### src/rtl/uart_mem_loader.sv
// uart_mem_loader: length-prefixed UART byte stream into a memory write port.
// Optional trailing checksum byte: define UART_MEM_LOADER_CHECKSUM_EN.
module uart_mem_loader #(
  parameter int DATA_W         = 32,
  parameter int ADDR_W         = 10,
  parameter bit MSB_FIRST      = 1'b1,
  parameter bit CLEAR_ON_START = 1'b1
) (
  input  logic              clk,
  input  logic              rst,
  input  logic              start,
  input  logic              uart_v,
  input  logic [7:0]        uart_d,
  output logic              mem_we,
  output logic [ADDR_W-1:0] mem_wa,
  output logic [DATA_W-1:0] mem_wd,
  output logic              busy,
  output logic              done,
  output logic              err,
  output logic [ADDR_W:0]   word_count
);

  localparam int NB = DATA_W / 8;
  localparam int BW = (NB > 1) ? $clog2(NB) : 1;
  localparam int CW = (DATA_W > ADDR_W + 1) ? DATA_W : ADDR_W + 1;

  localparam logic [CW-1:0]     DEPTH_C = CW'(1) << ADDR_W;
  localparam logic [BW-1:0]     LAST_B  = BW'(NB - 1);
  localparam logic [ADDR_W-1:0] LAST_A  = '1;
  localparam logic [ADDR_W:0]   WC_ONE  = (ADDR_W + 1)'(1);

  typedef enum logic [2:0] {
    S_IDLE,
    S_CLEAR,
    S_LEN,
    S_DATA,
    S_DONE,
    S_ERR
`ifdef UART_MEM_LOADER_CHECKSUM_EN
    ,
    S_CSUM
`endif
  } state_t;

  state_t            state;
  logic [BW-1:0]     byte_cnt;
  logic [DATA_W-1:0] acc;
  logic [ADDR_W:0]   len_q;
  logic [7:0]        hold_q;
  logic              hold_v;
`ifdef UART_MEM_LOADER_CHECKSUM_EN
  logic [7:0]        csum_q;
`endif

  logic              in_v;
  logic [7:0]        in_d;
  logic [DATA_W-1:0] acc_nxt;
  logic [CW-1:0]     len_w;
  logic              last_b;

  // Byte source (held byte first) and the word being assembled
  always_comb begin
    in_v = hold_v | uart_v;
    in_d = hold_v ? hold_q : uart_d;
    if (MSB_FIRST) begin
      acc_nxt = (acc << 8) | DATA_W'(in_d);
    end else begin
      acc_nxt = (acc >> 8) | (DATA_W'(in_d) << (DATA_W - 8));
    end
    len_w  = CW'(acc_nxt);
    last_b = (byte_cnt == LAST_B);
  end

  // Download controller with registered outputs
  always_ff @(posedge clk) begin
    if (rst) begin
      state      <= S_IDLE;
      mem_we     <= 1'b0;
      mem_wa     <= '0;
      mem_wd     <= '0;
      busy       <= 1'b0;
      done       <= 1'b0;
      err        <= 1'b0;
      word_count <= '0;
      byte_cnt   <= '0;
      len_q      <= '0;
      acc        <= '0;
      hold_q     <= '0;
      hold_v     <= 1'b0;
`ifdef UART_MEM_LOADER_CHECKSUM_EN
      csum_q     <= '0;
`endif
    end else begin
      mem_we <= 1'b0;
      unique case (state)
        S_IDLE, S_DONE, S_ERR: begin
          if (start) begin
            done       <= 1'b0;
            err        <= 1'b0;
            word_count <= '0;
            byte_cnt   <= '0;
            acc        <= '0;
            hold_v     <= 1'b0;
            busy       <= 1'b1;
`ifdef UART_MEM_LOADER_CHECKSUM_EN
            csum_q     <= '0;
`endif
            if (CLEAR_ON_START) begin
              state  <= S_CLEAR;
              mem_we <= 1'b1;
              mem_wa <= '0;
              mem_wd <= '0;
            end else begin
              state <= S_LEN;
            end
          end
        end

        S_CLEAR: begin
          mem_we <= 1'b1;
          if (mem_wa == LAST_A) begin
            mem_we <= 1'b0;
            mem_wa <= '0;
            state  <= S_LEN;
          end else begin
            mem_wa <= mem_wa + ADDR_W'(1);
          end
          if (uart_v) begin
            if (hold_v) begin
              state  <= S_ERR;
              err    <= 1'b1;
              busy   <= 1'b0;
              mem_we <= 1'b0;
              mem_wa <= mem_wa;
              hold_v <= 1'b0;
            end else begin
              hold_q <= uart_d;
              hold_v <= 1'b1;
            end
          end
        end

        S_LEN: begin
          if (hold_v) begin
            hold_v <= uart_v;
            hold_q <= uart_d;
          end
          if (in_v) begin
            acc <= acc_nxt;
            if (last_b) begin
              byte_cnt <= '0;
              len_q    <= len_w[ADDR_W:0];
              if (len_w == '0) begin
`ifdef UART_MEM_LOADER_CHECKSUM_EN
                state <= S_CSUM;
`else
                state  <= S_DONE;
                done   <= 1'b1;
                busy   <= 1'b0;
                hold_v <= 1'b0;
`endif
              end else if (len_w > DEPTH_C) begin
                state  <= S_ERR;
                err    <= 1'b1;
                busy   <= 1'b0;
                hold_v <= 1'b0;
              end else begin
                state <= S_DATA;
              end
            end else begin
              byte_cnt <= byte_cnt + BW'(1);
            end
          end
        end

        S_DATA: begin
          if (hold_v) begin
            hold_v <= uart_v;
            hold_q <= uart_d;
          end
          if (in_v) begin
            acc <= acc_nxt;
`ifdef UART_MEM_LOADER_CHECKSUM_EN
            csum_q <= csum_q + in_d;
`endif
            if (last_b) begin
              byte_cnt   <= '0;
              mem_we     <= 1'b1;
              mem_wa     <= word_count[ADDR_W-1:0];
              mem_wd     <= acc_nxt;
              word_count <= word_count + WC_ONE;
              if (word_count + WC_ONE == len_q) begin
`ifdef UART_MEM_LOADER_CHECKSUM_EN
                state <= S_CSUM;
`else
                state  <= S_DONE;
                done   <= 1'b1;
                busy   <= 1'b0;
                hold_v <= 1'b0;
`endif
              end
            end else begin
              byte_cnt <= byte_cnt + BW'(1);
            end
          end
        end

`ifdef UART_MEM_LOADER_CHECKSUM_EN
        S_CSUM: begin
          if (hold_v) begin
            hold_v <= uart_v;
            hold_q <= uart_d;
          end
          if (in_v) begin
            busy   <= 1'b0;
            hold_v <= 1'b0;
            if (in_d == csum_q) begin
              state <= S_DONE;
              done  <= 1'b1;
            end else begin
              state <= S_ERR;
              err   <= 1'b1;
            end
          end
        end
`endif

        default: begin
          state <= S_IDLE;
          busy  <= 1'b0;
        end
      endcase
    end
  end

endmodule

### config.mk
export PLATFORM = sky130hd
export DESIGN_NAME = uart_mem_loader
export DESIGN_NICKNAME = d
export VERILOG_FILES = /design/src/rtl/uart_mem_loader.sv
export SDC_FILE = /design/constraint.sdc
export NUM_CORES = 1
export LEC_CHECK = 0
export BUFFER_PORTS_ARGS = -buffer_cell sky130_fd_sc_hd__buf_2
export CAP_MARGIN = 0
export CORE_ASPECT_RATIO = 1.1
export CORE_MARGIN = 1
export CORE_UTILIZATION = 30
export CTS_CLUSTER_DIAMETER = 120
export DETAILED_ROUTE_END_ITERATION = 8
export PLACE_DENSITY = 0.49
export SLEW_MARGIN = 10
export SYNTH_ARGS = -nofsm -noshare
export SYNTH_HDL_FRONTEND = slang
export SYNTH_SLANG_ARGS = --single-unit
### constraint.sdc
create_clock -name clk -period 2.3 [get_ports clk]
set_input_delay 0.46 -clock clk [delete_from_list [all_inputs] [get_ports clk]]
set_output_delay 0.46 -clock clk [all_outputs]
set_load 0.05 [all_outputs]
# Word level (Yosys, flattened, before mapping)

Cells that the tools add are included.

Logic and storage cells: 144
Flip-flop bits (word level): 106
Output and inout port bits: 57
Bits of input ports: 12

Equality and inequality tests: 23
Add/sub/neg operators: 3
Bitwise logic cells: 2
Multiplexer cells: 81
Reductions and logical operators: 21
Order comparisons: 1

Operators by type and width:

| kind                                                 | number |
|---|---|
| two-way mux 32 bit                                   | 3 |
| case mux 32 bit (2 select lines)                     | 1 |
| two-way mux 10 bit                                   | 6 |
| case mux 24 bit (2 select lines)                     | 1 |
| two-way mux 1 bit                                    | 39 |
| two-way mux 11 bit                                   | 3 |
| two-way mux 3 bit                                    | 11 |
| > comparator 32 x 11 -> 1 bit, second input constant | 1 |
| logical NOT 32 bit                                   | 1 |
| bitwise OR 32 x 8 -> 32 bit                          | 1 |
| case mux 10 bit (3 select lines)                     | 1 |
| two-way mux 24 bit                                   | 1 |
| two-way mux 8 bit                                    | 3 |
| inequality test 2 bit, second input constant         | 11 |
| case mux 11 bit (2 select lines)                     | 1 |
| case mux 8 bit (2 select lines)                      | 1 |
| AND reduction 8 bit                                  | 2 |
| case mux 3 bit (4 select lines)                      | 1 |
| AND reduction 3 bit                                  | 4 |
| adder 11 x 1 -> 11 bit, second input constant        | 1 |
| equality test 11 bit                                 | 1 |
| adder 10 x 1 -> 10 bit, second input constant        | 1 |
| equality test 10 bit, second input constant          | 1 |
| case mux 1 bit (3 select lines)                      | 3 |
| 21 further kinds                                     | 32 |

# Logic depth before layout (Yosys ltp)

Gate-level depths: netlist (run 1).

Word-level depth: 8
Gate-level depth with buffers: 10
Depth with buffers taken out: 7

# Worst setup path after synthesis (run 1)

OpenSTA, ideal clock, no wires.

Path type: reg-to-reg
From: reg word_count[1]
To: reg state[0]
Stages on the path, launching flop included: 8
Period minus slack after synthesis: 2.465 ns
Arrival: 2.347 ns
Required time: 2.183 ns
Path slack: -0.165 ns
Path buffers: 0
Cells stage by stage: dfxtp_1 ha_1 xor2_1 xnor2_1 nand4_1 a2111oi_4 a32oi_1 a32o_2

Cells in the longest elaborated chain, start to end: 4

RTL lines:

| item                            | line | source |
|---|---|---|
| from (decl)                     | 20   | `output logic [ADDR_W:0] word_count` |
| from (signal assigned)          | 191  | `word_count <= word_count + WC_ONE;` |
| adder 11 x 1 -> 11 bit          | 192  | `if (word_count + WC_ONE == len_q) begin` |
| equality test 11 bit            | 192  |  |
| inequality test 2 bit (no line) | --   |  |
| AND reduction 6 bit (no line)   | --   |  |
| to (signal assigned)            | 168  | `state <= S_DATA;` |
| to (signal assigned)            | 196  | `state <= S_DONE;` |
| to (signal assigned)            | 229  | `state <= S_IDLE;` |
| to (decl)                       | 45   | `state_t state;` |

No other way between the ends.
A chain may end at the register's enable or synchronous reset.

# Worst setup path in the final report (run 1)

From: reg word_count[0]
To: reg state[0]

The elaborated chain is that of the path after synthesis.

==> qor.yml, run 1 <==
status: "finished, final reports clean"
ios: 69
setup_violations: 0
worst_pin_slew_ps: 974
grt_pass1_vias: 4637
final_cells: 949
gp_congestion: 0.849
num-nets-final: 725
ir_drop_uv: 399
synth_warnings: 0
synth-edff-count: 0
final_util_pct: 36.4
async_flop_share_pct: 0
synth_seq_cells: 106
syn2layout_area_growth_pct: 19.2
synth-main-ff-cell: "dfxtp_1"
arrival_ps: 2400
dieArea_sq_mm: 0.0178
drc: 0
cts_tree: "built"
syn_area_sq_mm: 0.00518
timing_hold_violations_final: 0
rows: 50
yosysSeqAreaShare_pct: 40.9
grt_pass1_wl_mm: 24.9
worstSkewPairLatency_ps: 360
wl_per_cell_microns: 16.0
p_per_area_mw_per_mm2: 726
finalCriticalPeriod_ps: 2150
clockBufferDepth: 2
skew_ps: 10.1
die_h_microns: 140
max_freq_mhz: 466
cts_root_buf: "clkbuf_16"
crit_path_max_incr_delay_ps: 330
hold_path.class: "in -> reg"
crit_path_end_kind: "flop"
max_cap_viol_count: 0
dpl.cell_count: 932
grt-ovfl-total: 0
maxSlewHeadroom_pct: 35.0
initial_core_util_pct: 30.6
clk_pin_slew_worst_paths_ps: 80
die_w_microns: 127
cp_max_fo: 5
ys_types: 72
p_leak_nw: 2.39
gr-usage-all-layers_pct: 17.7
ant_nets: 0
cts-hold-fix-buffers: 0
cpLargestDelayFamily: "simple AND/OR/NAND/NOR gates"
slew_violations: 0
crit_slowest_cell: "dfxtp_2"
clock_sinks: 106
report.power.total_mw: 4.49
postRouteWirelength_mm: 15.2
fin_hold_ws_ps: 360
synthCells: 648
path_cells: "ha_1 -> nand3_1 -> nor2_1 -> and3_1 -> a2111oi_4 -> buf_4 -> a21bo_2 -> a32o_2"
first_iter_violations: 301
core_sq_mm: 0.0170
critPathLaunchType: "flop"
cts_htree_levels: 3
avgSynthCellArea_sq_um: 8.00
dp.final_hpwl_mm: 10.7
drt_first_pass_iters: 5
antenna_cells: 0
cp_num_buf_inv: 1
critical_path_required_ps: 2550
grt_start_max_net_pins: 102
antenna_found_initial: 0
crit_type: "reg -> reg"
portBuffers: 68
num_vias: 4895
viasPerCell: 5.16
post-route-period-util_pct: 93.3
drive_gt1_share_pct: 20.3
cts_buffers: 9
synth_nets: 663
synthesized netlist by cell type (all sizes together), types with 2 or more instances:
cell,instances,area share [%]
or2,2,0.24
and3,7,0.84
mux2,2,0.43
nand2,81,5.9
nand2b,5,0.60
o31ai,2,0.29
a32oi,2,0.34
mux2i,20,4.1
xnor2,7,1.2
a2111oi,3,0.89
nor3b,2,0.29
clkbuf,26,1.9
o311a,2,0.39
nor2,78,5.7
inv,7,0.51
nand3b,3,0.43
a2bb2oi,2,0.34
and4,2,0.34
a211o,2,0.34
a31oi,7,0.84
and2,4,0.51
a211oi,11,1.6
nand3,55,5.6
nor2b,5,0.60
nor3,17,1.9
o21ai,22,2.2
buf,27,3.3
dfxtp,106,41
nand4,7,0.84
a22oi,6,0.87
ha,3,0.72
o31a,2,0.34
xor2,8,1.4
a21oi,78,7.6
a32o,4,0.80
nor4,11,1.6
o22ai,4,0.48
flip-flops by register name, indices dropped and copies added, names as in the netlist, 2 cells and up:
signal,flops
state,3
acc,24
len_q,11
hold_q,8
byte_cnt,2
mem_wa,10
mem_wd,32
word_count,11
logic make-up (layout without fill, tap and decap cells):
group	count (synthesis)	count (layout)	synth area share, %
buffers and inverters	60	127	5.67
multiplexers	22	22	4.54
AND/OR/NAND/NOR	284	284	26.3
AO/OA/AOI/OAI	158	158	19.2
XOR/XNOR	15	15	2.54
adder cells (fa/ha/maj)	3	3	0.724
flip-flops	106	106	40.9
through the flow:
stage	cell area (sq um)	setup slack (ps)	setup TNS, ps
finish	6180	154	0
global route	6180	-5.41	-9.01
CTS	6170	114	0
detailed placement	5840	57.7	0
global placement	5840	92.2	0
floorplan	5180	80.6	0
worst min-delay path, delay by kind of cell:
family	cells	cell delay [ps]
and+or+nand+nor	1	80
muxes	1	50
buffers and inverters	1	80
routing by layer:
metal / up-vias / track usage (%) / part of all wire (%)
li1: 2428 / - / -
met1: 2323 / 22.7 / 44
met2: 131 / 30.0 / 50
met3: 13 / 3.31 / 4.7
met4: 0 / 5.45 / 1.3
met5: - / 0 / 0
final timing paths:
path	start	to	slack [ps]	cells past startpoint
worst max register to register	word_count[0]	state[0]	150	8
worst min register to register	mem_wd[8]	mem_wd[8]	460	2
worst min-delay path	uart_d[7]	hold_q[7]	360	3
worst max-delay path	word_count[0]	state[0]	150	8
what timing repair did:
action,CTS,global route
resized for setup,0,1
setup buffers,0,1
endpoints found under the setup margin,0,3
power by group:
group          switching, mW  internal, mW
combinational          0.562         0.264
clock                  0.721         0.986
sequential            0.0591          1.90
area by class of cell:
| class | count | area, sq um |
|---|---|---|
| clock buffers | 10 | 239 |
| clock inverters | 6 | 90.1 |
| fillers | 1780 | 10800 |
| inverters | 7 | 26.3 |
| multi-input cells | 482 | 2770 |
| flip-flops and latches | 106 | 2130 |
| well taps | 234 | 293 |
| repair buffers | 104 | 636 |
layout by cell type (no fill, tap or decap), drive strengths merged, types with 4 or more instances in the layout:
cell,instances
nand4,7
a211oi,11
mux2i,20
nor2,78
and3,7
a32o,4
inv,7
and2,4
xor2,8
nor3,17
nand2,81
o22ai,4
a22oi,6
clkbuf,10
nor2b,5
nand3,55
buf,104
a21oi,78
xnor2,7
o21ai,22
nand2b,5
a31oi,7
nor4,11
dfxtp,106
Power figures use the tool's default switching activity.
==> run 2: changes to the inputs <==
==> constraint.sdc (replaced) <==
create_clock -name clk -period 2.2 [get_ports clk]
set_input_delay 0.44 -clock clk [delete_from_list [all_inputs] [get_ports clk]]
set_output_delay 0.44 -clock clk [all_outputs]
set_load 0.05 [all_outputs]
==> run 2 against run 1 <==
Combinational power rose by 4.2%. Final cell count is 0.53% higher. Sequential cell count unchanged. Via count rose by 1.0%. Sequential power is 5% higher. Fmax grew 2.9%. Worst hold slack worse by 27 ps. Die area unchanged. Cell area grew 0.55%. Wire length up 0.42%.
==> qor.yml, run 2 (synthesis gave the netlist of run 1 again) <==
cp_max_fo: 5  # unchanged
num-nets-final: 730  # +0.69%
worst_pin_slew_ps: 542  # -433 ps
timing_hold_violations_final: 0  # unchanged
finalWorstSetupSlack_ps: 114  # -39.5 ps
hold_depth: 3  # unchanged
drive_gt1_share_pct: 20.7  # +0.41 points
status: "finished, final reports clean"
tns_ps: 0  # unchanged
rsz0062_at_grt: "no"
die_h_microns: 140  # unchanged
clockBufferDepth: 2  # unchanged
skew_ps: 10.2  # +0.0887 ps
crit_path_end_kind: "flop"
largest_register_ffs: 32  # unchanged
setup_violations: 0  # unchanged
grt_pass1_wl_mm: 25.2  # +1.6%
cts_buffers: 9  # unchanged
clock_sinks: 106  # unchanged
ant_nets: 0  # unchanged
critical_path_required_ps: 2450  # -100 ps
portBuffers: 68  # unchanged
dieArea_sq_mm: 0.0178  # unchanged
gp_congestion: 0.879  # +3.5%
post_dp_cell_area_sq_mm: 0.00589  # +0.90%
grt-ovfl-total: 0  # unchanged
cts_root_buf: "clkbuf_16"
num_vias: 4944  # +1.0%
path_cells: "ha_1 -> nand3_1 -> a211o_1 -> a221oi_2 -> and2_2 -> a32oi_1 -> a32o_2"
finalCriticalPeriod_ps: 2090  # -60.5 ps
pre_cts_ws_ps: 35.4  # -22.4 ps
postRouteWirelength_mm: 15.3  # +0.42%
rows: 50  # unchanged
clk_pin_slew_worst_paths_ps: 70  # about the same
drt_first_pass_iters: 5  # unchanged
hold_path.class: "in -> reg"
rr_worst_depth: 7  # -1
critPathLaunchType: "flop"
ir_drop_uv: 348  # -13%
crit_slowest_cell: "dfxtp_4"
crit_type: "reg -> reg"
core_sq_mm: 0.0170  # unchanged
max_freq_mhz: 479  # +2.9%
arrival_ps: 2330  # -70 ps
initial_core_util_pct: 30.6  # unchanged
final_cell_mix: "dfxtp_1 (102), nand2_1 (81), a21oi_1 (77)"
rrSetupSlack_ps: 110  # -40 ps
grt_start_max_net_pins: 102  # unchanged
post-route-period-util_pct: 94.8  # +1.5 points
max_cap_viol_count: 0  # unchanged
p_leak_nw: 2.41  # +0.84%
final_common_cell: "dfxtp_1"
drc: 0  # unchanged
viasPerCell: 5.18  # +0.47%
antenna_found_initial: 0  # unchanged
cts_htree_levels: 3  # unchanged
top_register: "mem_wd"
grt_pass1_vias: 4762  # +2.7%
stdcell_area_sq_mm: 0.00621  # +0.55%
dp.final_hpwl_mm: 10.9  # +1.8%
syn2layout_area_growth_pct: 19.9
ios: 69  # unchanged
antenna_cells: 0  # unchanged
wl_per_cell_microns: 16.0  # -0.11%
first_iter_violations: 320  # +6.3%
gr-usage-all-layers_pct: 17.9  # +0.19 points
maxSlewHeadroom_pct: 62.9  # +28 points
p_per_area_mw_per_mm2: 741  # +2.0%
worstSkewPairLatency_ps: 350  # about the same
reg_top3: "mem_wd: 32 flops, acc: 24 flops"
die_w_microns: 127  # unchanged
report.power.total_mw: 4.60  # +2.5%
cts_tree: "built"
crit_path_max_incr_delay_ps: 350  # +20 ps
slew_violations: 0  # unchanged
[run 2: cell count changes in the layout (fill, tap and decap cells not counted), sizes merged]
cell / before / now
buf: 104 / 109
clkbuf: 10 / 13
clkinv: 3 / 1
bufinv: 2 / 1
[run 2: per-stage QoR]
step / hold slack [ps] / cells / util [%]
3_3_place_gp: 443 / 937 / 34.8
4_1_cts: 327 / 953 / 36.6
3_5_place_dp: 451 / 937 / 34.8
6_report: 333 / 954 / 36.6
2_1_floorplan: 436 / 648 / -
5_1_grt: 344 / 954 / 36.6
[run 2: final timing paths]
path / from / to
max: word_count[1] / state[0]
min reg2reg: mem_wd[8] / mem_wd[8]
min: uart_d[7] / hold_q[7]
max reg2reg: word_count[1] / state[0]
[run 2: critical path: cells and delay by family, from the launching register on]
kind                     cells  cell delay (ps)
AO/OA/AOI/OAI                4              970
adder cells (fa/ha/maj)      1              230
AND/OR/NAND/NOR              2              420
flip-flops                   1              350
[run 2: layout make-up]
| type | count | area (sq um) |
|---|---|---|
| Clock buffer | 13 | 262 |
| Tap cell | 234 | 293 |
| Fill cell | 1758 | 10700 |
| Timing Repair Buffer | 109 | 686 |
| Multi-Input combinational cell | 482 | 2770 |
| Clock inverter | 3 | 46.3 |
| Sequential cell | 106 | 2130 |
| Inverter | 7 | 26.3 |
[run 2: what timing repair did]
action	CTS	global route
setup endpoints to repair	0	14
gates resized for setup	0	3
hold buffers	0	0
buffers inserted	0	1
[run 2: report_power, final]
group / internal (mW) / total [mW] / switching [mW]
combinational: 0.279 / 0.861 / 0.583
sequential: 1.98 / 2.05 / 0.0685
clock: 0.956 / 1.69 / 0.733
total: 3.22 / 4.60 / 1.38
[run 2: layer usage]
layer	vias to the layer above	wire length, microns	GRT usage (%)
met4	0	293	6.77
met3	23	682	2.85
met2	134	7400	30.0
met5	-	0	0
li1	2431	-	-
met1	2356	6880	23.0
